**src/rtl/tx_packet_framer.sv**
```systemverilog
// -----------------------------------------------------------------------------
// tx_packet_framer
//
// Transmit-side framer between the SPI slave byte stream and the RF modulator.
// Payload bytes are collected into an internal buffer over a valid/ready
// interface. Once the buffer is full, a level-sampled `start` launches one
// on-air frame, serialised MSB first at one bit per BIT_DIV clocks:
//    PREAMBLE_BYTES x 0xAA | SYNC_WORD | payload[0..N-1] | CRC-8 (poly 0x07)
// The CRC is accumulated serially over the payload bits as they leave the
// line, so the frame loops back cleanly through the RX shift buffer.
//
// Ports
//    clk        in   system clock
//    rst        in   asynchronous, active-high reset
//    din[7:0]   in   payload byte
//    din_valid  in   din is valid this cycle
//    din_ready  out  buffer can accept a byte (idle and not yet full)
//    start      in   request transmission (accepted only with a full buffer)
//    abort      in   synchronous cancel of the frame or of the loading
//    busy       out  frame in progress
//    done       out  one-cycle pulse after the last CRC bit
//    tx_out     out  serial data to the modulator (registered)
//    tx_en      out  PA enable, high for the whole frame (registered)
// -----------------------------------------------------------------------------
module tx_packet_framer #(
   parameter int         PAYLOAD_BYTES  = 8,
   parameter int         PREAMBLE_BYTES = 2,
   parameter logic [7:0] SYNC_WORD      = 8'hD3,
   parameter int         BIT_DIV        = 16
) (
   input  logic       clk,
   input  logic       rst,
   input  logic [7:0] din,
   input  logic       din_valid,
   output logic       din_ready,
   input  logic       start,
   input  logic       abort,
   output logic       busy,
   output logic       done,
   output logic       tx_out,
   output logic       tx_en
);

   localparam int               DIV_W         = (BIT_DIV > 1) ? $clog2(BIT_DIV) : 1;
   localparam logic [DIV_W-1:0] DIV_LAST      = DIV_W'(BIT_DIV - 1);
   localparam logic [3:0]       FULL          = 4'(PAYLOAD_BYTES);
   localparam logic [3:0]       PAY_LAST      = 4'(PAYLOAD_BYTES - 1);
   localparam logic [3:0]       PRE_LAST      = 4'(PREAMBLE_BYTES - 1);
   localparam logic [7:0]       PREAMBLE_BYTE = 8'hAA;
   localparam logic [7:0]       CRC_POLY      = 8'h07;

   typedef enum logic [2:0] {
      ST_IDLE,
      ST_PREAMBLE,
      ST_SYNC,
      ST_PAYLOAD,
      ST_CRC
   } state_t;

   state_t           state_q, state_d;
   logic [3:0]       count_q, count_d;   // bytes held in the buffer
   logic [DIV_W-1:0] div_q,   div_d;     // clocks into the current bit
   logic [2:0]       bit_q,   bit_d;     // bit within the current byte, 0 = MSB
   logic [3:0]       byte_q,  byte_d;    // byte within the current field
   logic [7:0]       crc_q,   crc_d;
   logic             tx_out_q, tx_out_d;
   logic             tx_en_q,  tx_en_d;
   logic             busy_q,   busy_d;
   logic             done_q,   done_d;
   logic             wr_en;
   logic [7:0]       line_byte;
   logic [7:0]       buf_q [PAYLOAD_BYTES];

   assign din_ready = (state_q == ST_IDLE) && (count_q < FULL);

   // -------------------------------------------------------------------------
   // Next-state logic
   // -------------------------------------------------------------------------
   always_comb begin
      // NOTE: every signal gets a default before any branch, so no path can
      // leave one unassigned and infer a latch.
      state_d = state_q;
      count_d = count_q;
      div_d   = div_q;
      bit_d   = bit_q;
      byte_d  = byte_q;
      crc_d   = crc_q;
      tx_en_d = tx_en_q;
      busy_d  = busy_q;
      done_d  = 1'b0;
      wr_en   = 1'b0;

      if (abort) begin
         // Abort wins over start and over a same-cycle write; no done pulse.
         state_d = ST_IDLE;
         count_d = 4'd0;
         tx_en_d = 1'b0;
         busy_d  = 1'b0;
      end else begin
         case (state_q)
            ST_IDLE: begin
               if (din_valid && din_ready) begin
                  wr_en   = 1'b1;
                  count_d = count_q + 4'd1;
               end
               // Uses the pre-edge count, so a filling write and start on the
               // same edge do not launch a frame.
               if (start && (count_q == FULL)) begin
                  state_d = ST_PREAMBLE;
                  div_d   = '0;
                  bit_d   = 3'd0;
                  byte_d  = 4'd0;
                  crc_d   = 8'h00;
               end
            end

            default: begin
               if (!tx_en_q) begin
                  // First cycle after acceptance: the line is still quiet and
                  // the counters hold, so bit 0 appears one edge later.
                  tx_en_d = 1'b1;
                  busy_d  = 1'b1;
               end else if (div_q == DIV_LAST) begin
                  div_d = '0;
                  if (state_q == ST_PAYLOAD) begin
                     // Fold the payload bit that just finished on the line.
                     crc_d = {crc_q[6:0], 1'b0} ^ ((crc_q[7] ^ tx_out_q) ? CRC_POLY : 8'h00);
                  end
                  if (bit_q != 3'd7) begin
                     bit_d = bit_q + 3'd1;
                  end else begin
                     bit_d  = 3'd0;
                     byte_d = byte_q + 4'd1;
                     case (state_q)
                        ST_PREAMBLE: begin
                           if (byte_q == PRE_LAST) begin
                              state_d = ST_SYNC;
                              byte_d  = 4'd0;
                           end
                        end
                        ST_SYNC: begin
                           state_d = ST_PAYLOAD;
                           byte_d  = 4'd0;
                        end
                        ST_PAYLOAD: begin
                           if (byte_q == PAY_LAST) begin
                              state_d = ST_CRC;
                              byte_d  = 4'd0;
                           end
                        end
                        default: begin
                           // Last CRC bit done: drop the line and free the buffer.
                           state_d = ST_IDLE;
                           byte_d  = 4'd0;
                           count_d = 4'd0;
                           tx_en_d = 1'b0;
                           busy_d  = 1'b0;
                           done_d  = 1'b1;
                        end
                     endcase
                  end
               end else begin
                  div_d = div_q + DIV_W'(1);
               end
            end
         endcase
      end
   end

   // -------------------------------------------------------------------------
   // Line data: the bit addressed by the next-state counters, registered so
   // tx_out has no combinational path from the inputs.
   // -------------------------------------------------------------------------
   always_comb begin
      line_byte = 8'h00;
      case (state_d)
         ST_PREAMBLE: line_byte = PREAMBLE_BYTE;
         ST_SYNC:     line_byte = SYNC_WORD;
         ST_PAYLOAD: begin
            for (int i = 0; i < PAYLOAD_BYTES; i++) begin
               if (byte_d == 4'(i)) line_byte = buf_q[i];
            end
         end
         ST_CRC:      line_byte = crc_d;
         default:     line_byte = 8'h00;
      endcase
      tx_out_d = tx_en_d & line_byte[3'd7 - bit_d];
   end

   // -------------------------------------------------------------------------
   // State registers
   // -------------------------------------------------------------------------
   // NOTE: non-blocking assignments make every flop sample pre-edge values,
   // independent of statement order.
   always_ff @(posedge clk or posedge rst) begin
      if (rst) begin
         state_q  <= ST_IDLE;
         count_q  <= 4'd0;
         div_q    <= '0;
         bit_q    <= 3'd0;
         byte_q   <= 4'd0;
         crc_q    <= 8'h00;
         tx_out_q <= 1'b0;
         tx_en_q  <= 1'b0;
         busy_q   <= 1'b0;
         done_q   <= 1'b0;
      end else begin
         state_q  <= state_d;
         count_q  <= count_d;
         div_q    <= div_d;
         bit_q    <= bit_d;
         byte_q   <= byte_d;
         crc_q    <= crc_d;
         tx_out_q <= tx_out_d;
         tx_en_q  <= tx_en_d;
         busy_q   <= busy_d;
         done_q   <= done_d;
      end
   end

   // NOTE: the payload buffer has no reset; count gates every read, so stale
   // contents are never transmitted and the array maps onto plain storage.
   always_ff @(posedge clk) begin
      for (int i = 0; i < PAYLOAD_BYTES; i++) begin
         if (wr_en && (count_q == 4'(i))) buf_q[i] <= din;
      end
   end

   assign tx_out = tx_out_q;
   assign tx_en  = tx_en_q;
   assign busy   = busy_q;
   assign done   = done_q;

endmodule

```
**config.mk**
```make
export PLATFORM = sky130hd
export DESIGN_NAME = tx_packet_framer
export DESIGN_NICKNAME = d
export VERILOG_FILES = /design/src/rtl/tx_packet_framer.sv
export SDC_FILE = /design/constraint.sdc
export NUM_CORES = 1
export LEC_CHECK = 0
export CORE_MARGIN = 4
export CORE_UTILIZATION = 51
export CTS_BUF_LIST = sky130_fd_sc_hd__clkbuf_8
export DETAILED_ROUTE_END_ITERATION = 8
export GPL_ROUTABILITY_DRIVEN = 1
export GPL_TIMING_DRIVEN = 0
export PLACE_DENSITY = 0.69
export SETUP_SLACK_MARGIN = 0.4
export SLEW_MARGIN = 10
export SYNTH_ARGS = -nofsm -noshare
export SYNTH_HDL_FRONTEND = slang
export SYNTH_SLANG_ARGS = --single-unit
```
**constraint.sdc**
```tcl
create_clock -name clk -period 9.1 [get_ports clk]
set_clock_uncertainty 0.1 [all_clocks]
set_input_delay 1.82 -clock clk [delete_from_list [all_inputs] [get_ports clk]]
set_output_delay 1.82 -clock clk [all_outputs]
set_load 0.02 [all_outputs]
```
After elaboration in Yosys (flattened, before gate mapping) --
Memories as Yosys holds them, arrays and structs flattened. Index checks and enable logic that the tools add are counted.
Storage, ports and cells: memories kept 1, input port bits 13, memory bits (writable) 64, word-level logic and storage cells 195, bits in registers 30
Cells by class: reduce and logical (&&, ||, !) cells 28, equality and inequality tests 34, add/subtract/negate cells 5, magnitude comparators 2, multiplexer cells 111, bitwise logic cells 4
Memory list:
- buf_q | words 8, bits a word 8, rd ports 8, clocked after Yosys merged registers in 0, wr ports 1, RTL line 72 | logic [7:0] buf_q [PAYLOAD_BYTES];
Operators by type and width (number):
- $mux 8 | 21
- $mux 4 | 19
- $mux 3 | 22
- $reduce_or 8->1 | 7
- $mux 1 | 45
- $eq 4x3->1 const B | 9
- $pmux 8 s4 | 1
- $eq 4x2->1 const B | 4
- $add 4x1->4 const B | 3
- $eq 3x2->1 const B | 4
- $eq 4x1->1 const B | 3
- $ne 3x3->1 const B | 4
- $logic_and 1x1->1 | 11
- $pmux 3 s3 | 1
- $eq 4x4->1 const B | 2
- $logic_not 4->1 | 2
- $pmux 4 s2 | 1
- $xor 8x3->8 | 1
- $eq 3x1->1 const B | 2
- $ne 3x2->1 const B | 2
- $reduce_bool 3->1 | 2
- $reduce_and 5->1 | 1
- $lt 3x4->1 const B | 1
- $lt 4x4->1 const B | 1
- 15 further kinds | 15

Logic depth before layout (Yosys ltp) --
depth after elaboration 21, depth in mapped cells 14, mapped depth without buffers 12

Least setup slack after synthesis --
No wires, ideal clock.
kind input port to flip-flop, from input port abort, to register tx_out_q, in the netlist tx_out, cell stages on the path 10, arrival time 4.008 ns, library setup time 0.147 ns, data required time 8.853 ns, buffers on the path 0, path slack 4.845 ns, cell sequence or3b_2 a221o_1 a31o_2 inv_1 o211ai_1 and2_1 mux4_2 o221ai_1 and3_1 a311oi_2
Between the ends: cells in the longest elaborated chain, start to end 14, elaborated cells between the ends (all ways) 30
Ends and longest elaborated chain:
- from (decl) | RTL line 37 | input logic abort,
- $mux 4 | RTL line 93 | if (abort) begin
- $logic_not 4->1 | RTL line 181 | if (byte_d == 4'(i)) line_byte = buf_q[i];
- $mux 8 (8 in series) | RTL line 181
- $pmux 8 s4 | RTL line 176 | case (state_d)
- $bmux 1 s3 | RTL line 187 | tx_out_d = tx_en_d & line_byte[3'd7 - bit_d];
- $mux 1 (implied by the code) | RTL line 187
- $and 1x1->1 * | RTL line 187
- net tx_out_d | RTL line 66 | logic tx_out_q, tx_out_d;
- to (signal assigned) | RTL line 214 | tx_out_q <= tx_out_d;
- to (decl) | RTL line 66
Mark *: on every way through the listed nets, which the timed path passes. The rest lies on a longest branch. The select of a mux whose other input is x is not followed. A chain may end at the register's enable or synchronous reset.

Final worst setup path --
from input port abort, to register tx_out_q, in the netlist tx_out
Between the ends: cells in the longest elaborated chain, start to end 14, elaborated cells between the ends (all ways) 30
Ends and longest elaborated chain:
- $mux 4 * | RTL line 93
- net byte_d[2] | RTL line 64 | logic [3:0] byte_q, byte_d;
- $logic_not 4->1 | RTL line 181
- $mux 8 (7 in series) | RTL line 181
- $mux 8 * | RTL line 181
- $pmux 8 s4 * | RTL line 176
- $bmux 1 s3 * | RTL line 187
- $mux 1 (implied by the code) * | RTL line 187
- $and 1x1->1 * | RTL line 187
- net tx_out_d | RTL line 66
Marked as above.

==> out/qor.txt <==
status = finished, final reports clean
Die Height = 103 um
Netlist Area Pre-Place = 4600 um^2
cts repair resizes = 0
row cnt = 34
vias after detailed routing = 3246
number of global-route vias before repair = 3196
max_cap viols = 0
Syn Area/Cell = 11.9 um^2
Hold Fails Final Rpt = 0
syn nets = 409
First DRT Iteration DRCs = 265
GRT Total Usage = 20.9%
IO buf count = 17
RSZ-0062 raised after global routing = no
Area contributors post-synth = edfxtp_1 (42%), dfrtp_1 (16%), nand2_1 (2.6%)
WL final = 10200 um
CTS buffer count = 9
startpoint types = input port
share of layout cells above drive strength 1 = 11.0%
Hold Buf Count CTS = 0
vias per cell = 6.15
Slew HR = 28.1%
worst-margin pin slew = 1070 ps
Inst Count DP = 512
first-pass GRT wire length = 16800 um
largest net degree at the start of global routing = 31
P_leak = 1.93 nW
worst-path fanout max = 10
Non-Filler Instances = 528
IO Pins = 18
Worst path max stage delay = 520 ps
Tmin final = 4970 ps
Hold Crit Class = flip-flop to flip-flop
Unique masters post-synth = 70
Hold Path Stages = 2
EDFF count, synth = 64
fin crit share = 54.6%
Overflow after GRT = 0
reg2reg path depth = 12
setup TNS = 0 ps
root buffer cell = clkbuf_8
synth-to-layout area growth = 10.8%
slowest CP cell = clkdlybuf4s50_1
CP Class = input port to flip-flop
clk slew on worst S/H paths = 110 ps
full die area = 10600 um^2
combinational share of power = 4.1%
PD cells = 149 nW/um^2
CTS Buffer Depth = 2
NumNets Final = 437
Final setup viols = 0
top_reg_cell synth = edfxtp_1
fill count = 719
CP Capture Type = flip-flop
leading area contributor after synthesis = edfxtp_1
CTS tree = yes
CP arrival = 5090 ps
starting density of the core = 52.5%
die width = 103 um
Final Slew Violations = 0
Clock Power Share = 34.9%
maximum vdd drop = 0.000141 V
# diodes = 0
sequential share of the synthesized area = 58.0%
Net Sw Frac = 24.0%
Syn Inst Count = 387
GPL Wtd Cong = 0.945
top cell type's share of synthesized area = 41.7%
number of synthesized register bits = 94
CTS Sinks = 94
TritonRoute pass-1 iters = 5
Clock Latency Late Sink = 360 ps
core outline area = 8760 um^2
fmax = 201 MHz
Post-synth ARST share = 31.9%
Net Sw Power = 0.000183 W
CP Cell Sequence = clkdlybuf4s50_1 > or3b_2 > a221o_1 > a31o_2 > inv_1 > clkbuf_1 > a211oi_1 > nor4_1 > o221ai_1 > a41oi_1 > a311oi_2
DRC = 0
post-route ant nets = 0
H-tree Lvls = 3
Int Power = 0.000579 W
# Post-CTS Setup Buffers = 0
DP Wirelength = 7140 um
Reg power frac = 61.1%
Syn. warnings = 0
routed len/inst = 19.3 um
initial antenna violation count = 0
WP data required = 9220 ps
## power groups by stage
stage	Combinational (W)	Clock (W)	Sequential [W]
detailed placement	0.0000309	0	0.000475
global placement	0.0000306	0	0.000474
global route	0.0000353	0.000288	0.000466
CTS	0.0000311	0.000271	0.000465
finish	0.0000310	0.000266	0.000465
floorplan	0.0000166	0	0.000474
## flip-flops by register name (all words and copies together), names as in the netlist
register	flops
count_q	4
busy	1
byte_q	4
buf_q	64
state_q	3
crc_q	8
tx_en	1
tx_out	1
div_q	4
done	1
bit_q	3
## layout make-up
| cell class | count | area, um^2 | share of cell area [%] |
|---|---|---|---|
| Buffer | 14 | 93.8 | 1.84 |
| Multi-Input combinational cell | 261 | 1770 | 34.7 |
| Inverter | 18 | 67.6 | 1.32 |
| Tap cell | 108 | 135 | 2.65 |
| Clock buffer | 9 | 124 | 2.43 |
| Clock inverter | 7 | 66.3 | 1.30 |
| Timing Repair Buffer | 17 | 170 | 3.34 |
| Sequential cell | 94 | 2670 | 52.4 |
## metrics by stage
stage / utilization (%) / cell area, um^2 / hold slack, ps / worst slack (ps) / total power [W]
CTS: 58.2 / 5100 / 445 / 4160 / 0.000767
finish: 58.2 / 5100 / 436 / 4130 / 0.000762
floorplan: - / 4600 / 383 / 4850 / 0.000490
detailed placement: 56.0 / 4910 / 418 / 3790 / 0.000506
global placement: 56.0 / 4910 / 399 / 3730 / 0.000505
global route: 58.2 / 5100 / 474 / 3940 / 0.000789
## routing by layer
metal	share of wire, %	global-route usage [%]	wire length (um)
met1	45	28.9	4550
met2	48	33.3	4860
met3	5.4	2.98	552
met4	2.1	8.27	214
met5	0	0	0
## path summary, 6_finish.rpt
| kind | from | end | slack [ps] |
|---|---|---|---|
| worst max-delay path | abort | tx_out | 4130 |
| worst min-delay path | busy | busy | 440 |
| worst min register to register | busy | busy | 440 |
| worst max register to register | bit_q[0] | tx_out | 5270 |
| max in group asynchronous | rst | state_q[2] | 6610 |
| min in group asynchronous | rst | done | 1780 |
## placed cells by master, fill, tap and decap left out, drive strengths merged, types with 13 or more instances in the layout
cell type      instances
nand2                 32
nor3                  14
nor2                  33
clkbuf                16
inv                   20
clkdlybuf4s50         17
o21ai                 20
edfxtp                64
a21oi                 15
dfrtp                 30
nand3                 13
## Yosys cell counts, types with 3 or more instances
| library cell | count |
|---|---|
| a2111oi_0 | 3 |
| a211oi_1 | 3 |
| a21boi_0 | 3 |
| a21o_1 | 4 |
| a21oi_1 | 15 |
| a22o_1 | 8 |
| a31oi_1 | 3 |
| a32o_1 | 3 |
| and2_1 | 4 |
| and3_1 | 5 |
| clkbuf_1 | 7 |
| dfrtp_1 | 30 |
| edfxtp_1 | 64 |
| ha_1 | 9 |
| inv_1 | 17 |
| mux2_2 | 4 |
| mux2i_1 | 9 |
| nand2_1 | 32 |
| nand3_1 | 13 |
| nand3b_1 | 4 |
| nand4_1 | 4 |
| nor2_1 | 31 |
| nor3_1 | 11 |
| nor3_2 | 3 |
| o211ai_1 | 7 |
| o21ai_0 | 18 |
| o221ai_1 | 4 |
| o31ai_1 | 3 |
| or3_1 | 4 |
| xor2_1 | 5 |
## logic make-up (layout without fill, tap and decap cells)
group | Yosys count | in the layout | synth area share (%)
multiplexers | 15 | 15 | 3.91
AND/OR/NAND/NOR | 134 | 134 | 15.7
buffers and inverters | 32 | 65 | 3.51
flip-flops | 94 | 94 | 58.0
XOR/XNOR | 5 | 5 | 0.951
adder cells (fa/ha/maj) | 9 | 9 | 2.45
AO/OA/AOI/OAI | 98 | 98 | 15.4
## critical path, delay by kind of cell
kind	cells	cell delay [ps]
compound gates	6	1240
buf+inv	3	1120
simple gates	2	910
No activity file was read; power rests on OpenSTA's default activity.
